--- config.mk ---
export PLATFORM = sky130hd
export DESIGN_NAME = ins_sequencer_flat
export DESIGN_NICKNAME = d
export VERILOG_FILES = /design/src/rtl/ins_sequencer_pkg.sv /design/src/rtl/ins_sequencer_if.sv /design/src/rtl/ins_sequencer_opdec.sv /design/src/rtl/ins_sequencer.sv /design/src/flat_wrapper.sv
export SDC_FILE = /design/constraint.sdc
export NUM_CORES = 1
export LEC_CHECK = 0
export ABC_AREA = 1
export BUFFER_PORTS_ARGS = -buffer_cell sky130_fd_sc_hd__buf_2
export CAP_MARGIN = 0
export CORE_ASPECT_RATIO = 1.1
export CORE_MARGIN = 5
export CORE_UTILIZATION = 53
export CTS_CLUSTER_DIAMETER = 80
export DETAILED_ROUTE_END_ITERATION = 10
export GPL_TIMING_DRIVEN = 1
export PLACE_DENSITY_LB_ADDON = 0.12
export SLEW_MARGIN = 20
export SYNTH_ARGS = -nofsm -noshare
export SYNTH_HDL_FRONTEND = slang
export SYNTH_SLANG_ARGS = --single-unit
--- constraint.sdc ---
create_clock -name clk -period 2.2 [get_ports clk]
set_input_delay 0.11 -clock clk [delete_from_list [all_inputs] [get_ports clk]]
set_output_delay 0.11 -clock clk [all_outputs]
set_load 0.03 [all_outputs]
--- src/rtl/ins_sequencer_pkg.sv ---
// ins_seq_pkg: shared definitions for the instruction sequencer.
//   - 4-bit opcode encodings of the teaching CPU
//   - bit positions of the 16-bit one-hot operation vector
//   - FSM state enum
//   - op_steps(): number of execute cycles for a decoded operation
package ins_seq_pkg;

  // Opcode field encodings (ir[IR_W-1:IR_W-4])
  localparam logic [3:0] OPC_MOV   = 4'b1100;
  localparam logic [3:0] OPC_ADD   = 4'b1001;
  localparam logic [3:0] OPC_SUB   = 4'b0110;
  localparam logic [3:0] OPC_AND   = 4'b1011;
  localparam logic [3:0] OPC_NOT   = 4'b0101;
  localparam logic [3:0] OPC_SHIFT = 4'b1010;
  localparam logic [3:0] OPC_JUMP  = 4'b0011;
  localparam logic [3:0] OPC_IN    = 4'b0010;
  localparam logic [3:0] OPC_OUT   = 4'b0100;
  localparam logic [3:0] OPC_NOP   = 4'b0111;
  localparam logic [3:0] OPC_HALT  = 4'b1000;

  // Bit positions inside the one-hot operation vector
  localparam logic [3:0] OP_MOVA = 4'd0;
  localparam logic [3:0] OP_MOVB = 4'd1;
  localparam logic [3:0] OP_MOVC = 4'd2;
  localparam logic [3:0] OP_ADD  = 4'd3;
  localparam logic [3:0] OP_SUB  = 4'd4;
  localparam logic [3:0] OP_AND  = 4'd5;
  localparam logic [3:0] OP_NOT  = 4'd6;
  localparam logic [3:0] OP_RSR  = 4'd7;
  localparam logic [3:0] OP_RSL  = 4'd8;
  localparam logic [3:0] OP_JMP  = 4'd9;
  localparam logic [3:0] OP_JZ   = 4'd10;
  localparam logic [3:0] OP_JC   = 4'd11;
  localparam logic [3:0] OP_IN   = 4'd12;
  localparam logic [3:0] OP_OUT  = 4'd13;
  localparam logic [3:0] OP_NOP  = 4'd14;
  localparam logic [3:0] OP_HALT = 4'd15;

  // Operations that occupy the datapath for ALU_STEPS cycles:
  // add, sub, and, not, rsr, rsl (bits 3..8) and in, out (bits 12, 13).
  localparam logic [15:0] MULTI_STEP_MASK = 16'h31F8;

  typedef enum logic [1:0] {
    ST_IDLE   = 2'd0,
    ST_DECODE = 2'd1,
    ST_EXEC   = 2'd2,
    ST_HALT   = 2'd3
  } state_e;

  // Execute-cycle count of a decoded operation; everything outside the
  // multi-step class completes in a single cycle.
  function automatic logic [2:0] op_steps(input logic [15:0] op, input int alu_steps);
    logic [2:0] n;
    if ((op & MULTI_STEP_MASK) != 16'd0) begin
      n = alu_steps[2:0];
    end else begin
      n = 3'd1;
    end
    return n;
  endfunction

endpackage

--- src/rtl/ins_sequencer_if.sv ---
// ins_sequencer_if: handshake, flag and control bundle between the
// fetch/datapath side (master) and the instruction sequencer (slave).
//   en        stall control, low freezes the sequencer
//   ir_valid  instruction word valid
//   ir        instruction word (IR_W bits)
//   ir_ready  sequencer can accept a word this cycle
//   zf, cf    datapath zero / carry flags
//   op        one-hot operation, 0 when idle
//   step      current execute step
//   done      last execute step of the instruction
//   pc_load   last step of a taken jump
//   halted    sticky halt indicator
//   illegal   unassigned opcode seen in DECODE
interface ins_sequencer_if #(parameter int IR_W = 8) ();
  logic            en;
  logic            ir_valid;
  logic [IR_W-1:0] ir;
  logic            ir_ready;
  logic            zf;
  logic            cf;
  logic [15:0]     op;
  logic [2:0]      step;
  logic            done;
  logic            pc_load;
  logic            halted;
  logic            illegal;

  modport master (
    output en, ir_valid, ir, zf, cf,
    input  ir_ready, op, step, done, pc_load, halted, illegal
  );

  modport slave (
    input  en, ir_valid, ir, zf, cf,
    output ir_ready, op, step, done, pc_load, halted, illegal
  );
endinterface

--- src/rtl/ins_sequencer_opdec.sv ---
// ins_opdec: combinational opcode decoder.
//   opcode_i   4-bit opcode field
//   sub_i      4-bit sub-field
//   op_o       16-bit operation vector (one-hot, except jump sub-field 11
//              which sets both jz and jc)
//   illegal_o  opcode is unassigned; op_o then reports nop
module ins_opdec
  import ins_seq_pkg::*;
(
  input  logic [3:0]  opcode_i,
  input  logic [3:0]  sub_i,
  output logic [15:0] op_o,
  output logic        illegal_o
);

  // Opcode / sub-field to operation vector
  always_comb begin
    op_o      = 16'd0;
    illegal_o = 1'b0;
    case (opcode_i)
      OPC_MOV: begin
        // movb has priority over movc when both sub-field pairs are set
        if (sub_i[3] & sub_i[2]) begin
          op_o[OP_MOVB] = 1'b1;
        end else if (sub_i[1] & sub_i[0]) begin
          op_o[OP_MOVC] = 1'b1;
        end else begin
          op_o[OP_MOVA] = 1'b1;
        end
      end
      OPC_ADD: op_o[OP_ADD] = 1'b1;
      OPC_SUB: op_o[OP_SUB] = 1'b1;
      OPC_AND: op_o[OP_AND] = 1'b1;
      OPC_NOT: op_o[OP_NOT] = 1'b1;
      OPC_SHIFT: begin
        if (sub_i[1:0] == 2'b00) begin
          op_o[OP_RSR] = 1'b1;
        end else begin
          op_o[OP_RSL] = 1'b1;
        end
      end
      OPC_JUMP: begin
        case (sub_i[1:0])
          2'b00: op_o[OP_JMP] = 1'b1;
          2'b01: op_o[OP_JZ]  = 1'b1;
          2'b10: op_o[OP_JC]  = 1'b1;
          2'b11: begin
            // jump on zero-or-carry: both condition bits raised together
            op_o[OP_JZ] = 1'b1;
            op_o[OP_JC] = 1'b1;
          end
          default: op_o[OP_NOP] = 1'b1;
        endcase
      end
      OPC_IN:   op_o[OP_IN]   = 1'b1;
      OPC_OUT:  op_o[OP_OUT]  = 1'b1;
      OPC_NOP:  op_o[OP_NOP]  = 1'b1;
      OPC_HALT: op_o[OP_HALT] = 1'b1;
      default: begin
        op_o[OP_NOP] = 1'b1;
        illegal_o    = 1'b1;
      end
    endcase
  end

endmodule

--- src/rtl/ins_sequencer.sv ---
// ins_sequencer: registered multi-cycle instruction decoder and control
// sequencer. Accepts one word per ir_valid/ir_ready handshake, walks
// IDLE -> DECODE -> EXEC (N steps) -> IDLE, or parks in HALT.
//   clk  rising-edge clock
//   rst  synchronous active-high reset
//   bus  ins_sequencer_if.slave (handshake, flags, control outputs)
// op and illegal are decoded from the captured word and the state
// register, so they are available from the DECODE cycle onward.
module ins_sequencer
  import ins_seq_pkg::*;
#(
  parameter int IR_W      = 8,
  parameter int ALU_STEPS = 2
) (
  input  logic            clk,
  input  logic            rst,
  ins_sequencer_if.slave  bus
);

  state_e          state_q, state_d;
  logic [IR_W-1:0] ir_q, ir_d;
  logic [2:0]      step_q, step_d;
  logic            taken_q, taken_d;
  logic            done_q, done_d;
  logic            pc_load_q, pc_load_d;
  logic            halted_q, halted_d;

  logic [15:0]     dec_op;
  logic            dec_illegal;
  logic [2:0]      last_step;
  logic            flag_taken;

  ins_opdec u_opdec (
    .opcode_i  (ir_q[IR_W-1 -: 4]),
    .sub_i     (ir_q[3:0]),
    .op_o      (dec_op),
    .illegal_o (dec_illegal)
  );

  assign last_step  = op_steps(dec_op, ALU_STEPS) - 3'd1;
  // Jump condition from the live flags; only latched while in DECODE.
  assign flag_taken = dec_op[OP_JMP] | (dec_op[OP_JZ] & bus.zf) | (dec_op[OP_JC] & bus.cf);

  // Next-state, step counter and next value of the pulsed outputs
  always_comb begin
    state_d   = state_q;
    ir_d      = ir_q;
    step_d    = step_q;
    taken_d   = taken_q;
    done_d    = done_q;
    pc_load_d = pc_load_q;
    halted_d  = halted_q;
    if (bus.en) begin
      case (state_q)
        ST_IDLE: begin
          if (bus.ir_valid) begin
            state_d = ST_DECODE;
            ir_d    = bus.ir;
          end else begin
            state_d = ST_IDLE;
          end
          step_d = 3'd0;
        end
        ST_DECODE: begin
          state_d = ST_EXEC;
          step_d  = 3'd0;
          taken_d = flag_taken;
        end
        ST_EXEC: begin
          if (step_q == last_step) begin
            state_d = dec_op[OP_HALT] ? ST_HALT : ST_IDLE;
            step_d  = 3'd0;
          end else begin
            step_d = step_q + 3'd1;
          end
        end
        ST_HALT: begin
          state_d = ST_HALT;
          step_d  = 3'd0;
        end
        default: begin
          state_d = ST_IDLE;
          step_d  = 3'd0;
        end
      endcase
      // Pulses are computed for the cycle being entered, so a stall that
      // lands on the last step keeps them up until the step completes.
      done_d    = (state_d == ST_EXEC) && (step_d == last_step);
      pc_load_d = done_d & taken_d;
      halted_d  = (state_d == ST_HALT);
    end else begin
      state_d = state_q;
    end
  end

  // State, captured word and output registers
  always_ff @(posedge clk) begin
    if (rst) begin
      state_q   <= ST_IDLE;
      ir_q      <= {IR_W{1'b0}};
      step_q    <= 3'd0;
      taken_q   <= 1'b0;
      done_q    <= 1'b0;
      pc_load_q <= 1'b0;
      halted_q  <= 1'b0;
    end else begin
      state_q   <= state_d;
      ir_q      <= ir_d;
      step_q    <= step_d;
      taken_q   <= taken_d;
      done_q    <= done_d;
      pc_load_q <= pc_load_d;
      halted_q  <= halted_d;
    end
  end

  assign bus.ir_ready = (state_q == ST_IDLE) & bus.en;
  assign bus.op       = (state_q == ST_IDLE) ? 16'd0 : dec_op;
  assign bus.illegal  = (state_q == ST_DECODE) & dec_illegal;
  assign bus.step     = step_q;
  assign bus.done     = done_q;
  assign bus.pc_load  = pc_load_q;
  assign bus.halted   = halted_q;

endmodule

--- src/flat_wrapper.sv ---
// flat-port wrapper written by rule: the top's interface ports become plain ports
module ins_sequencer_flat import ins_seq_pkg::*;
#(
  parameter int IR_W      = 8,
  parameter int ALU_STEPS = 2
)
  (clk, rst, bus_en, bus_ir_valid, bus_ir, bus_zf, bus_cf, bus_ir_ready, bus_op, bus_step, bus_done, bus_pc_load, bus_halted, bus_illegal);
  ins_sequencer_if #(.IR_W(IR_W)) bus_i ();
  input  logic clk;
  input  logic rst;
  input wire logic [$bits(bus_i.en)-1:0] bus_en;
  input wire logic [$bits(bus_i.ir_valid)-1:0] bus_ir_valid;
  input wire logic [$bits(bus_i.ir)-1:0] bus_ir;
  input wire logic [$bits(bus_i.zf)-1:0] bus_zf;
  input wire logic [$bits(bus_i.cf)-1:0] bus_cf;
  output wire logic [$bits(bus_i.ir_ready)-1:0] bus_ir_ready;
  output wire logic [$bits(bus_i.op)-1:0] bus_op;
  output wire logic [$bits(bus_i.step)-1:0] bus_step;
  output wire logic [$bits(bus_i.done)-1:0] bus_done;
  output wire logic [$bits(bus_i.pc_load)-1:0] bus_pc_load;
  output wire logic [$bits(bus_i.halted)-1:0] bus_halted;
  output wire logic [$bits(bus_i.illegal)-1:0] bus_illegal;
  assign bus_i.en = bus_en;
  assign bus_i.ir_valid = bus_ir_valid;
  assign bus_i.ir = bus_ir;
  assign bus_i.zf = bus_zf;
  assign bus_i.cf = bus_cf;
  assign bus_ir_ready = bus_i.ir_ready;
  assign bus_op = bus_i.op;
  assign bus_step = bus_i.step;
  assign bus_done = bus_i.done;
  assign bus_pc_load = bus_i.pc_load;
  assign bus_halted = bus_i.halted;
  assign bus_illegal = bus_i.illegal;
  ins_sequencer #(.IR_W(IR_W), .ALU_STEPS(ALU_STEPS)) u_core (.clk(clk), .rst(rst), .bus(bus_i));
endmodule
==> impl_metrics.sql <==
INSERT INTO impl_metrics (metric_group, metric, value, unit) VALUES
('grt', 'global_route_total_usage_across_every_layer', '0.1922', ''),
('timing', 'finalWorstPathRequiredPeriod', '1.891', 'ns'),
('finish', 'antenna-diode-count', '0', ''),
('timing', 'tightest_slew', '0.4659', 'ns'),
('place', 'detailed_place_hpwl', '2165', 'um'),
('grt', 'final_global_route_overflow_total', '0', ''),
('cts', 'htree_num_levels', '1', ''),
('synthesis', 'post_synth.cell_area_avg', '7.042', 'um2'),
('grt', 'grt_pass1_wl', '4491', 'um'),
('timing', 'slew_violations', '0', ''),
('drt', 'detail_route.wl_per_cell', '12.08', 'um'),
('drt', 'routed_wirelength', '2681', 'um'),
('timing', 'report.final.setup_viol', '0', ''),
('timing', 'worst_hold_slack', '0.04805', 'ns'),
('worst_hold_path', 'hp-start', 'rst', ''),
('cts', 'numCtsBuffers', '3', ''),
('drt', 'drt_pre_antenna_iters', '4', ''),
('grt', 'grt_max_degree', '15', ''),
('synthesis', 'synth_nets', '171', ''),
('drt', 'drtAntennaViolNets', '0', ''),
('finish', 'flow.area_growth_from_synthesis', '21.98', '%'),
('cts', 'tritoncts', 'built', ''),
('grt', 'grt_antenna_before_repair', '0', ''),
('finish', 'post_route_cells_drive_above_1_share', '0.3454', ''),
('power', 'leakage', '0.0006274', 'uW'),
('synthesis', 'synthDistinctLibCells', '29', ''),
('die', 'floorplan.io_pins', '38', ''),
('timing', 'setup-tns-final', '0', 'ns'),
('worst_setup_path', 'cp.arrival', '1.78', 'ns'),
('cts', 'skew_pair_late_insertion_delay', '0.29', 'ns'),
('worst_hold_path', 'min_path_type', 'input port to register', ''),
('timing', 'final.period_utilization', '0.8595', ''),
('worst_setup_path', 'r2r_cells', '6', ''),
('synthesis', 'netlist_top_cells_area', 'sky130_fd_sc_hd__dfxtp_1, sky130_fd_sc_hd__nor2_1, sky130_fd_sc_hd__nand2_1, sky130_fd_sc_hd__o21ai_0, sky130_fd_sc_hd__inv_1', ''),
('die', 'placementRows', '17', ''),
('cts', 'clkSlewWorstSetupHoldPaths', '0.10', 'ns'),
('worst_setup_path', 'cp-end-kind', 'primary output', ''),
('drt', 'drc', '0', ''),
('worst_setup_path', 'critPathKind', 'register to primary output', ''),
('synthesis', 'mappedNetlistArea', '0.001099', 'mm2'),
('drt', 'via_count', '1158', ''),
('cts', 'cts_max_path_bufs', '2', ''),
('run_status', 'status', 'finished clean', ''),
('timing', 'fmax', '528.8', 'MHz'),
('worst_hold_path', 'holdPathStages', '2', ''),
('grt', 'vias_in_the_first_global_route', '1057', ''),
('die', 'die_height', '57.75', 'um'),
('timing', 'timing.slew.headroom', '0.6891', ''),
('finish', 'finish.net_count', '210', ''),
('timing', 'hold_viol_final', '0', ''),
('timing', 'finalClockSkew', '0.001115', 'ns'),
('place', 'globalplace.congestion', '0.8139', ''),
('worst_setup_path', 'critical_path.max_fanout', '12', ''),
('synthesis', 'postSynthRegisterBits', '17', ''),
('worst_setup_path', 'critical_path_required', '2.09', 'ns'),
('cts', 'cts_sinks', '17', ''),
('power', 'power.density', '543.5', 'mW/mm2'),
('synthesis', 'yosys.area.top_type_share', '0.3098', ''),
('worst_setup_path', 'startpoint_kind_of_the_worst_setup_timing_path', 'register', ''),
('run', 'max_cap_viols', '0', ''),
('place', 'numPortBuffers', '37', ''),
('drt', 'detail_route.vias_per_cell', '5.216', ''),
('worst_setup_path', 'timing.rr.start', 'u_core.state_q[0]', ''),
('drt', 'drt_iter0_drc', '19', ''),
('synthesis', 'synth.yosys.warnings', '0', ''),
('synthesis', 'netlist.top_cell.by_area', 'sky130_fd_sc_hd__dfxtp_1', ''),
('die', 'die_area', '0.003084', 'mm2'),
('worst_hold_path', 'hold_end', 'u_core.bus.pc_load', ''),
('power', 'vdd_drop_max', '0.4156', 'mV'),
('cts', 'cts_root_buffer', 'sky130_fd_sc_hd__clkbuf_4', ''),
('synthesis', 'syn-instance-count', '156', ''),
('die', 'initial_cell_density_of_the_core', '0.5494', ''),
('worst_setup_path', 'worstReg2RegEnd', 'u_core.ir_q[5]', ''),
('die', 'fp.dieW', '53.41', 'um'),
('worst_setup_path', 'r2r_slack', '0.43', 'ns'),
('synthesis', 'synth.yosys.seq_area_share', '0.3098', ''),
('timing', 'grt_setup_unrepaired', 'false', ''),
('die', 'placeableCoreArea', '0.001999', 'mm2');
[cell families after synthesis]
family	Yosys count	share of synthesized area
adders and majority gates	1	0.01139
AOI/OAI and AO/OA	34	0.2016
DFF	17	0.3098
and+or+nand+nor	78	0.3872
buffers and inverters	26	0.08996
[layout by cell type (no fill, tap or decap), types with 2 or more instances in the layout]
master                     synthesis  routed
sky130_fd_sc_hd__nor2_1           25      24
sky130_fd_sc_hd__nand3_1           4       4
sky130_fd_sc_hd__o21ai_0          14      14
sky130_fd_sc_hd__a21oi_2           2       2
sky130_fd_sc_hd__nor3_1            7       7
sky130_fd_sc_hd__nand3_2           4       4
sky130_fd_sc_hd__clkbuf_4          0       3
sky130_fd_sc_hd__buf_2             1      37
sky130_fd_sc_hd__nor4_1            2       2
sky130_fd_sc_hd__nand4_1           2       2
sky130_fd_sc_hd__nand3_4           2       2
sky130_fd_sc_hd__nand2_2           5       5
sky130_fd_sc_hd__nand2_4           2       2
sky130_fd_sc_hd__a21oi_1          11      11
sky130_fd_sc_hd__inv_2             4       4
sky130_fd_sc_hd__dfxtp_1          17      17
sky130_fd_sc_hd__inv_1            18      18
sky130_fd_sc_hd__nand2_1          20      20
sky130_fd_sc_hd__nor2_4            3       3
sky130_fd_sc_hd__nor2_2            1       2
[metal layers]
layer | up-vias | wire, um | GRT usage
li1 | 590 | - | -
met2 | 28 | 1315 | 0.3292
met3 | 5 | 117 | 0.03342
met4 | 0 | 38 | 0.06934
met5 | - | 0 | 0
met1 | 535 | 1210 | 0.2358
[synthesized netlist by cell type, drive strengths merged]
| master | number |
|---|---|
| nor2 | 29 |
| nand2 | 27 |
| inv | 22 |
| dfxtp | 17 |
| o21ai | 14 |
| a21oi | 13 |
| nand3 | 10 |
| nor3 | 7 |
| clkbuf | 3 |
| nand4 | 2 |
| nor4 | 2 |
| a2111oi | 1 |
| a211oi | 1 |
| a31oi | 1 |
| a41oi | 1 |
| buf | 1 |
| ha | 1 |
| nor3b | 1 |
| o2111ai | 1 |
| o211ai | 1 |
| o21a | 1 |
[per-stage QoR]
step / utilization / area, um2 / setup slack [ns] / total power, uW / instances
finish: 0.6702 / 1340 / 0.3090 / 728.3 / 222
global route: 0.6702 / 1340 / 0.1501 / 772.2 / 222
CTS: 0.6690 / 1338 / 0.08322 / 730.1 / 222
detailed placement: 0.6558 / 1311 / 0.2198 / 563.3 / 218
global placement: 0.6558 / 1311 / 0.3503 / 555.8 / 218
floorplan: - / 1100 / 0.2291 / 508.6 / 156
[power by group]
group,switching [uW],internal (uW),total [uW]
combinational,141,69.2,210
clock,101,70.7,171
sequential,20.9,326,347
[final cells by class]
class | instances | area, um2
Clock buffer | 4 | 26.28
Fill cell | 196 | 659.4
Inverter | 22 | 82.58
Multi-Input combinational cell | 113 | 663.1
Sequential cell | 17 | 340.3
Tap cell | 28 | 35.03
Timing Repair Buffer | 38 | 192.7
[state kept, by name, summed over array words and instances (netlist names)]
signal,count
u_core.ir_q,8
u_core.bus.done,1
u_core.bus.pc_load,1
u_core.taken_q,1
u_core.bus.halted,1
u_core.bus.step,3
u_core.state_q,2
[worst max path at each step]
| stage | start | end | slack [ns] | depth (start not counted) |
|---|---|---|---|---|
| after floorplan | u_core.ir_q[5] | bus_op[14] | 0.23 | 4 |
| after global placement | u_core.state_q[0] | u_core.ir_q[5] | 0.35 | 6 |
| after detailed placement | u_core.state_q[0] | u_core.ir_q[1] | 0.22 | 6 |
| after CTS | u_core.state_q[0] | bus_op[2] | 0.08 | 6 |
| after global routing | u_core.state_q[0] | bus_op[2] | 0.15 | 6 |
| final | u_core.state_q[0] | bus_op[2] | 0.31 | 6 |
[timing repair]
item	in CTS	in global routing
setup buffers	0	0
setup endpoints to repair	0	14
gates resized for setup	0	1
hold buffers	0	0
[critical path, stage by stage, from the launching register on]
cell and delay (ns):
sky130_fd_sc_hd__dfxtp_1 0.38, sky130_fd_sc_hd__nor2_2 0.41, sky130_fd_sc_hd__inv_1 0.13, sky130_fd_sc_hd__buf_4 0.18, sky130_fd_sc_hd__nand3_1 0.14, sky130_fd_sc_hd__nor3b_1 0.06
sky130_fd_sc_hd__buf_2 0.17
Note: power is estimated with default switching activity, not from simulation.
